===== src/rtl/alu_pkg.sv =====
// Shared types for the sequential ALU: function codes, flag bit positions and FSM states.
package alu_pkg;

  typedef enum logic [2:0] {
    RNOP = 3'd0,
    RA   = 3'd1,
    RB   = 3'd2,
    RADD = 3'd3,
    RSUB = 3'd4,
    RMUL = 3'd5,
    RAND = 3'd6,
    ROR  = 3'd7
  } alu_func_t;

  localparam int FLAG_V = 3;
  localparam int FLAG_N = 2;
  localparam int FLAG_Z = 1;
  localparam int FLAG_C = 0;

  typedef enum logic [1:0] {
    IDLE = 2'd0,
    MULT = 2'd1,
    FIN  = 2'd2
  } state_t;

endpackage


===== src/rtl/seq_mul.sv =====
// Shift-add unsigned magnitude multiplier: one partial-product step per cycle for N cycles,
// full 2N-bit product held in the accumulator once busy drops.
module seq_mul #(
  parameter int N = 8
) (
  input  logic           clk,
  input  logic           nReset,
  input  logic           start,
  input  logic [N-1:0]   mcand,
  input  logic [N-1:0]   mplier,
  output logic           busy,
  output logic           last,
  output logic [2*N-1:0] product
);

  localparam int CW = (N > 1) ? $clog2(N) : 1;

  logic [CW-1:0]  cnt;
  logic [N-1:0]   mcand_r;
  logic [2*N-1:0] acc;
  logic [N:0]     partial;

  // Upper half accumulates the multiplicand; lower half starts as the multiplier and shifts out.
  assign partial = acc[0] ? ({1'b0, acc[2*N-1:N]} + {1'b0, mcand_r})
                          : {1'b0, acc[2*N-1:N]};

  always_ff @(posedge clk or negedge nReset) begin
    if (!nReset) begin
      busy <= 1'b0;
      cnt  <= '0;
    end else if (start) begin
      busy <= 1'b1;
      cnt  <= CW'(N - 1);
    end else if (busy) begin
      if (cnt == '0) busy <= 1'b0;
      else           cnt  <= cnt - 1'b1;
    end
  end

  always_ff @(posedge clk) begin
    if (start) begin
      mcand_r <= mcand;
      acc     <= {{N{1'b0}}, mplier};
    end else if (busy) begin
      acc <= {partial, acc[N-1:1]};
    end
  end

  assign last    = (cnt == '0);
  assign product = acc;

endmodule


===== src/rtl/seq_alu.sv =====
// Registered N-bit ALU with start/ready/done handshake and a sequential fixed-point multiply.
// Optional macro ALU_SAT_EN clamps overflowing ADD/SUB/MUL results to the signed limits.
module seq_alu
  import alu_pkg::*;
#(
  parameter int N    = 8,
  parameter int FRAC = N - 1
) (
  input  logic         clk,
  input  logic         nReset,
  input  logic         start,
  input  logic [2:0]   func,
  input  logic [N-1:0] a,
  input  logic [N-1:0] b,
  output logic         ready,
  output logic         done,
  output logic [N-1:0] result,
  output logic [3:0]   flags
);

  state_t state;
  logic   mul_go;

  logic signed [N-1:0] a_p0, b_p0;

  logic signed [N-1:0] res_c, alu_res;
  logic                v_c, c_c;

  logic [N-1:0]          mag_a, mag_b;
  logic [2*N-1:0]        product;
  logic                  mul_busy, mul_last, neg;
  logic signed [2*N-1:0] prod_s, prod_hi;
  logic signed [N-1:0]   mul_raw, mul_res;
  logic                  mul_v;

  function automatic logic [3:0] pack_flags(input logic [N-1:0] r, input logic ovf,
                                            input logic cy);
    logic [3:0] f;
    f         = '0;
    f[FLAG_V] = ovf;
    f[FLAG_N] = r[N-1];
    f[FLAG_Z] = (r == '0);
    f[FLAG_C] = cy;
    return f;
  endfunction

  // Single-cycle datapath, evaluated straight from the accepted operands.
  always_comb begin
    res_c = a;
    v_c   = 1'b0;
    c_c   = 1'b0;
    case (alu_func_t'(func))
      RA:   res_c = a;
      RB:   res_c = b;
      RADD: begin
        {c_c, res_c} = {1'b0, a} + {1'b0, b};
        v_c = (a[N-1] == b[N-1]) && (res_c[N-1] != a[N-1]);
      end
      RSUB: begin
        {c_c, res_c} = {1'b0, a} - {1'b0, b};
        v_c = (a[N-1] != b[N-1]) && (res_c[N-1] != a[N-1]);
      end
      RAND: res_c = a & b;
      ROR:  res_c = a | b;
      default: res_c = a;
    endcase
  end

  // Multiply: magnitudes in, sign restored on the full 2N-bit product before selection.
  assign mag_a   = a_p0[N-1] ? N'(-a_p0) : a_p0;
  assign mag_b   = b_p0[N-1] ? N'(-b_p0) : b_p0;
  assign neg     = a_p0[N-1] ^ b_p0[N-1];
  assign prod_s  = neg ? -$signed(product) : $signed(product);
  assign mul_raw = prod_s[FRAC+N-1:FRAC];
  assign prod_hi = prod_s >>> (FRAC + N - 1);
  assign mul_v   = !((prod_hi == '0) || (prod_hi == '1));

`ifdef ALU_SAT_EN
  function automatic logic [N-1:0] saturate(input logic [N-1:0] val, input logic ovf,
                                            input logic sgn);
    if (ovf) return sgn ? {1'b1, {(N-1){1'b0}}} : {1'b0, {(N-1){1'b1}}};
    return val;
  endfunction

  // Overflowing ADD/SUB keeps the sign of a; MUL keeps the sign of the true product.
  assign alu_res = saturate(res_c, v_c, a[N-1]);
  assign mul_res = saturate(mul_raw, mul_v, neg);
`else
  assign alu_res = res_c;
  assign mul_res = mul_raw;
`endif

  seq_mul #(.N(N)) u_mul (
    .clk    (clk),
    .nReset (nReset),
    .start  (mul_go),
    .mcand  (mag_a),
    .mplier (mag_b),
    .busy   (mul_busy),
    .last   (mul_last),
    .product(product)
  );

  always_ff @(posedge clk) begin
    if (start && ready) begin
      a_p0 <= a;
      b_p0 <= b;
    end
  end

  // Handshake FSM: IDLE accepts, MULT waits on the engine, FIN publishes the product.
  always_ff @(posedge clk or negedge nReset) begin
    if (!nReset) begin
      state  <= IDLE;
      ready  <= 1'b1;
      done   <= 1'b0;
      result <= '0;
      flags  <= '0;
      mul_go <= 1'b0;
    end else begin
      done   <= 1'b0;
      mul_go <= 1'b0;
      case (state)
        IDLE: begin
          if (start) begin
            if (alu_func_t'(func) == RMUL) begin
              state  <= MULT;
              ready  <= 1'b0;
              mul_go <= 1'b1;
            end else begin
              result <= alu_res;
              flags  <= pack_flags(alu_res, v_c, c_c);
              done   <= 1'b1;
            end
          end
        end
        MULT: begin
          if (mul_busy && mul_last) state <= FIN;
        end
        FIN: begin
          result <= mul_res;
          flags  <= pack_flags(mul_res, mul_v, 1'b0);
          done   <= 1'b1;
          ready  <= 1'b1;
          state  <= IDLE;
        end
        default: begin
          state <= IDLE;
          ready <= 1'b1;
        end
      endcase
    end
  end

endmodule


===== config.mk =====
export PLATFORM = sky130hd
export DESIGN_NAME = seq_alu
export DESIGN_NICKNAME = d
export VERILOG_FILES = /design/src/rtl/alu_pkg.sv /design/src/rtl/seq_mul.sv /design/src/rtl/seq_alu.sv
export SDC_FILE = /design/constraint.sdc
export NUM_CORES = 1
export LEC_CHECK = 0
export ABC_AREA = 1
export BUFFER_PORTS_ARGS = -buffer_cell sky130_fd_sc_hd__buf_2
export CAP_MARGIN = 10
export CORE_MARGIN = 1
export CORE_UTILIZATION = 26
export DETAILED_ROUTE_END_ITERATION = 12
export PLACE_DENSITY_LB_ADDON = 0.1
export SLEW_MARGIN = 5
export SYNTH_ARGS = -nofsm -noshare
export SYNTH_HDL_FRONTEND = slang
export SYNTH_SLANG_ARGS = --single-unit
export TNS_END_PERCENT = 30

===== constraint.sdc =====
create_clock -name clk -period 2.3 [get_ports clk]
set_input_delay 0.115 -clock clk [delete_from_list [all_inputs] [get_ports clk]]
set_output_delay 0.115 -clock clk [all_outputs]
set_load 0.01 [all_outputs]

==> summary.txt <==
Status
  – Status: finished, final reports clean

Floorplanning
  – # IOs: 36
  – Die Y-Extent: 132.8 µm
  – Initial Util: 26.72%
  – Row count: 47
  – Core Box Area: 16640 µm²
  – Die area: 17630 µm²
  – Die width: 132.8 µm

Yosys
  – Post-Synth XOR/XNOR Area: 3.714%
  – Post-synthesis simple-gate area fraction: 27.15%
  – Netlist cell types: 44
  – Ys async rst share: 33.33%
  – Cells after Synth: 603
  – Netlist Area Pre-Place: 4447 µm²
  – Share of the synthesized area in the top cell type: 21.61%
  – Area leader, netlist: edfxtp_1
  – Sequential element share of the synthesized area: 36.49%
  – Syn Nets: 664
  – Syn avg cell area: 7.374 µm²
  – Mux cell area share after synthesis: 0.2251%
  – Top post-synthesis cells by area: edfxtp_1 (22%), nand2_1 (13%), dfrtp_1 (11%)
  – Yosys warning count: 0
  – Synth Flop Type: edfxtp_1
  – Number of synthesized flops with an enable pin: 32
  – Adder-Cell Fraction of Synth Area: 11.48%
  – Yosys reg bits: 60
  – Synth Area in Compound Gates: 11.42%
  – Main combinational cell family by area after synthesis: simple AND/OR/NAND/NOR gates

STA
  – Clock Skews: 4.782 ps
  – Final Hold Slack: 17.64 ps
  – RSZ-0062 raised after global routing: no
  – Final Critical Period: 2062 ps
  – Fin crit share: 89.63%
  – Fin. Hold Viols: 0
  – Fmax: 485.1 MHz
  – Max-slew headroom at the worst pin: 57.96%
  – Worst setup margin: 238.5 ps
  – Final setup fails: 0
  – Slew Viols, Final: 0
  – Worst slew pin tran: 629.9 ps

CTS
  – Clk slew on worst S/H paths: 50 ps
  – CTS root buffer: clkbuf_16
  – Inserted Clock Buffers: 9
  – CTS Sinks: 60
  – CTS tree: done
  – Clk buf depth: 2
  – Worst skew pair latency: 330 ps
  – Htree depth: 3
  – Post-CTS setup buffers: 0

Placement
  – DP HPWL: 10.98 mm
  – DP Area: 4943 µm²
  – GP Congestion: 0.8676
  – Post-place setup slack: -108.4 ps
  – I/O Buffers: 35

Detailed routing
  – TritonRoute pass-1 iters: 4
  – DR DRC count: 0
  – Drt wl/cell: 15.24 µm
  – Via Count: 4034
  – Vias/cell: 4.584
  – Initial DRC count: 185
  – Total Routed Length: 13.41 mm
  – DRT antenna net count: 0

Layout
  – Area delta synth->final: 18.63%
  – Commonest non-fill, non-tap cells in the layout: nand2_1 (152), inv_1 (90), nor2_1 (64)
  – Final Net Count: 716
  – Finished Cell Area: 5275 µm²
  – Share of post-route cells with drive strength above 1: 11.67%
  – Final antenna diode count: 0
  – Fill cells: 1806
  – Util after Layout: 31.70%
  – Commonest non-fill, non-tap cell in the layout: nand2_1

Worst setup path
  – Kind of critical path: in2reg
  – Flop2flop setup slack: 260 ps
  – Worst path max stage delay: 490 ps
  – Critical Path Sink Type: flip-flop
  – CP most frequent cell: nor2_1
  – Critical-path maximum fanout: 5
  – Critical-path top delay cell: fa_1
  – Cells along the critical path: buf_2 > ha_1 > fa_1 > a21oi_1 > xor2_1 > nor2_1 > o21ai_0 > nand2_1 > nor2_1 > nor2_1 > nor2_1
  – Worst Path Arrival: 2330 ps
  – CP Launch Type: primary input
  – Crit path required time: 2560 ps

Power and ir drop
  – Pwr dens: 975.4 nW/µm²
  – PnR Total Power: 5.145 mW
  – Leakage: 2.543 nW
  – Max VDD drop: 0.3493 mV

Global routing
  – Total GRT Usage: 16.07%
  – Global-route wire length before repair: 21.71 mm
  – GRT overflow: 0
  – Largest net degree at the start of global routing: 21
  – Vias in the first global route: 4132
  – Initial antenna violation count: 0

Min path
  – Hold WC Path Type: in2reg

Flow run
  – Max Cap Viol: 0
registers in the layout (all words and copies together) (netlist names), 2 cells and up:
| signal | count |
|---|---|
| state | 2 |
| u_mul.cnt | 3 |
| a_p0 | 8 |
| flags | 4 |
| b_p0 | 8 |
| u_mul.mcand_r | 8 |
| u_mul.product | 16 |
| result | 7 |
cell type report:
class	instances	area [µm²]	share of cell area, %
Multi-Input combinational cell	435	2401	45.52
Clock inverter	7	76.32	1.447
Sequential cell	60	1623	30.76
Tap cell	220	275.3	5.218
Timing Repair Buffer	52	310.3	5.882
Clock buffer	9	225.2	4.269
Inverter	97	364.1	6.902
worst max-delay path: cells and delay by family:
kind	cells	cell delay, ps
buffers and inverters	1	140
adders and majority gates	2	770
AOI/OAI and AO/OA	2	690
and+or+nand+nor	5	450
xor gates and xnor gates	1	150
cells in the mapped netlist (4+ instances only):
| cell | instances |
|---|---|
| o211ai_1 | 4 |
| nand3_1 | 50 |
| o21ai_0 | 36 |
| a21oi_1 | 23 |
| o22ai_1 | 7 |
| inv_1 | 90 |
| xor2_1 | 15 |
| buf_2 | 4 |
| edfxtp_1 | 32 |
| a22oi_1 | 4 |
| dfrtp_1 | 19 |
| nor2_1 | 64 |
| dfxtp_1 | 8 |
| nand2_1 | 152 |
| ha_1 | 36 |
| nor3_1 | 11 |
| nand4_1 | 7 |
| inv_2 | 5 |
power breakdown:
group | leakage [nW] | switching [mW] | internal (mW)
clock | 0.130 | 0.514 | 0.841
sequential | 0.611 | 0.276 | 1.53
combinational | 1.80 | 1.26 | 0.732
total | 2.54 | 2.04 | 3.10
per-layer routing:
layer  routed length (µm)  part of all wire (%)  up-vias  global-route usage [%]
met3                  316                   2.4       19                   2.605
met5                    0                     0        -                       0
met2                 6755                    50       69                   28.48
li1                     -                     -     2071                       -
met1                 6010                    45     1875                   18.98
met4                  331                   2.5        0                   7.216
per-stage QoR:
| stage | instances | setup TNS, ps |
|---|---|---|
| after floorplan | 603 | 0 |
| after global routing | 880 | 0 |
| final | 880 | 0 |
| after detailed placement | 861 | -108.4 |
| after CTS | 880 | 0 |
| after global placement | 861 | -102.2 |
cells by family (layout without fill, tap and decap cells):
| group | after synthesis | count (layout) |
|---|---|---|
| AND/OR/NAND/NOR | 290 | 290 |
| buffers and inverters | 108 | 165 |
| AO/OA/AOI/OAI | 87 | 87 |
| flip-flops | 60 | 60 |
| adder cells (fa/ha/maj) | 39 | 39 |
| XOR/XNOR | 18 | 18 |
| multiplexers | 1 | 1 |
worst paths after layout:
check	from	end	cells after the start
setup / recovery	b[0]	flags[1]	11
hold / removal	b[6]	b_p0[6]	1
setup reg to reg	u_mul.product[8]	u_mul.product[13]	10
hold reg to reg	state[1]	state[1]	1
max in group asynchronous	nReset	ready	2
min in group asynchronous	nReset	u_mul.cnt[0]	2
timing repair:
action,CTS,global route
hold buffers,3,0
hold endpoints to repair,21,0
gates resized for setup,0,1
setup endpoints to repair,0,1
Note: power is estimated with default switching activity, not from simulation.
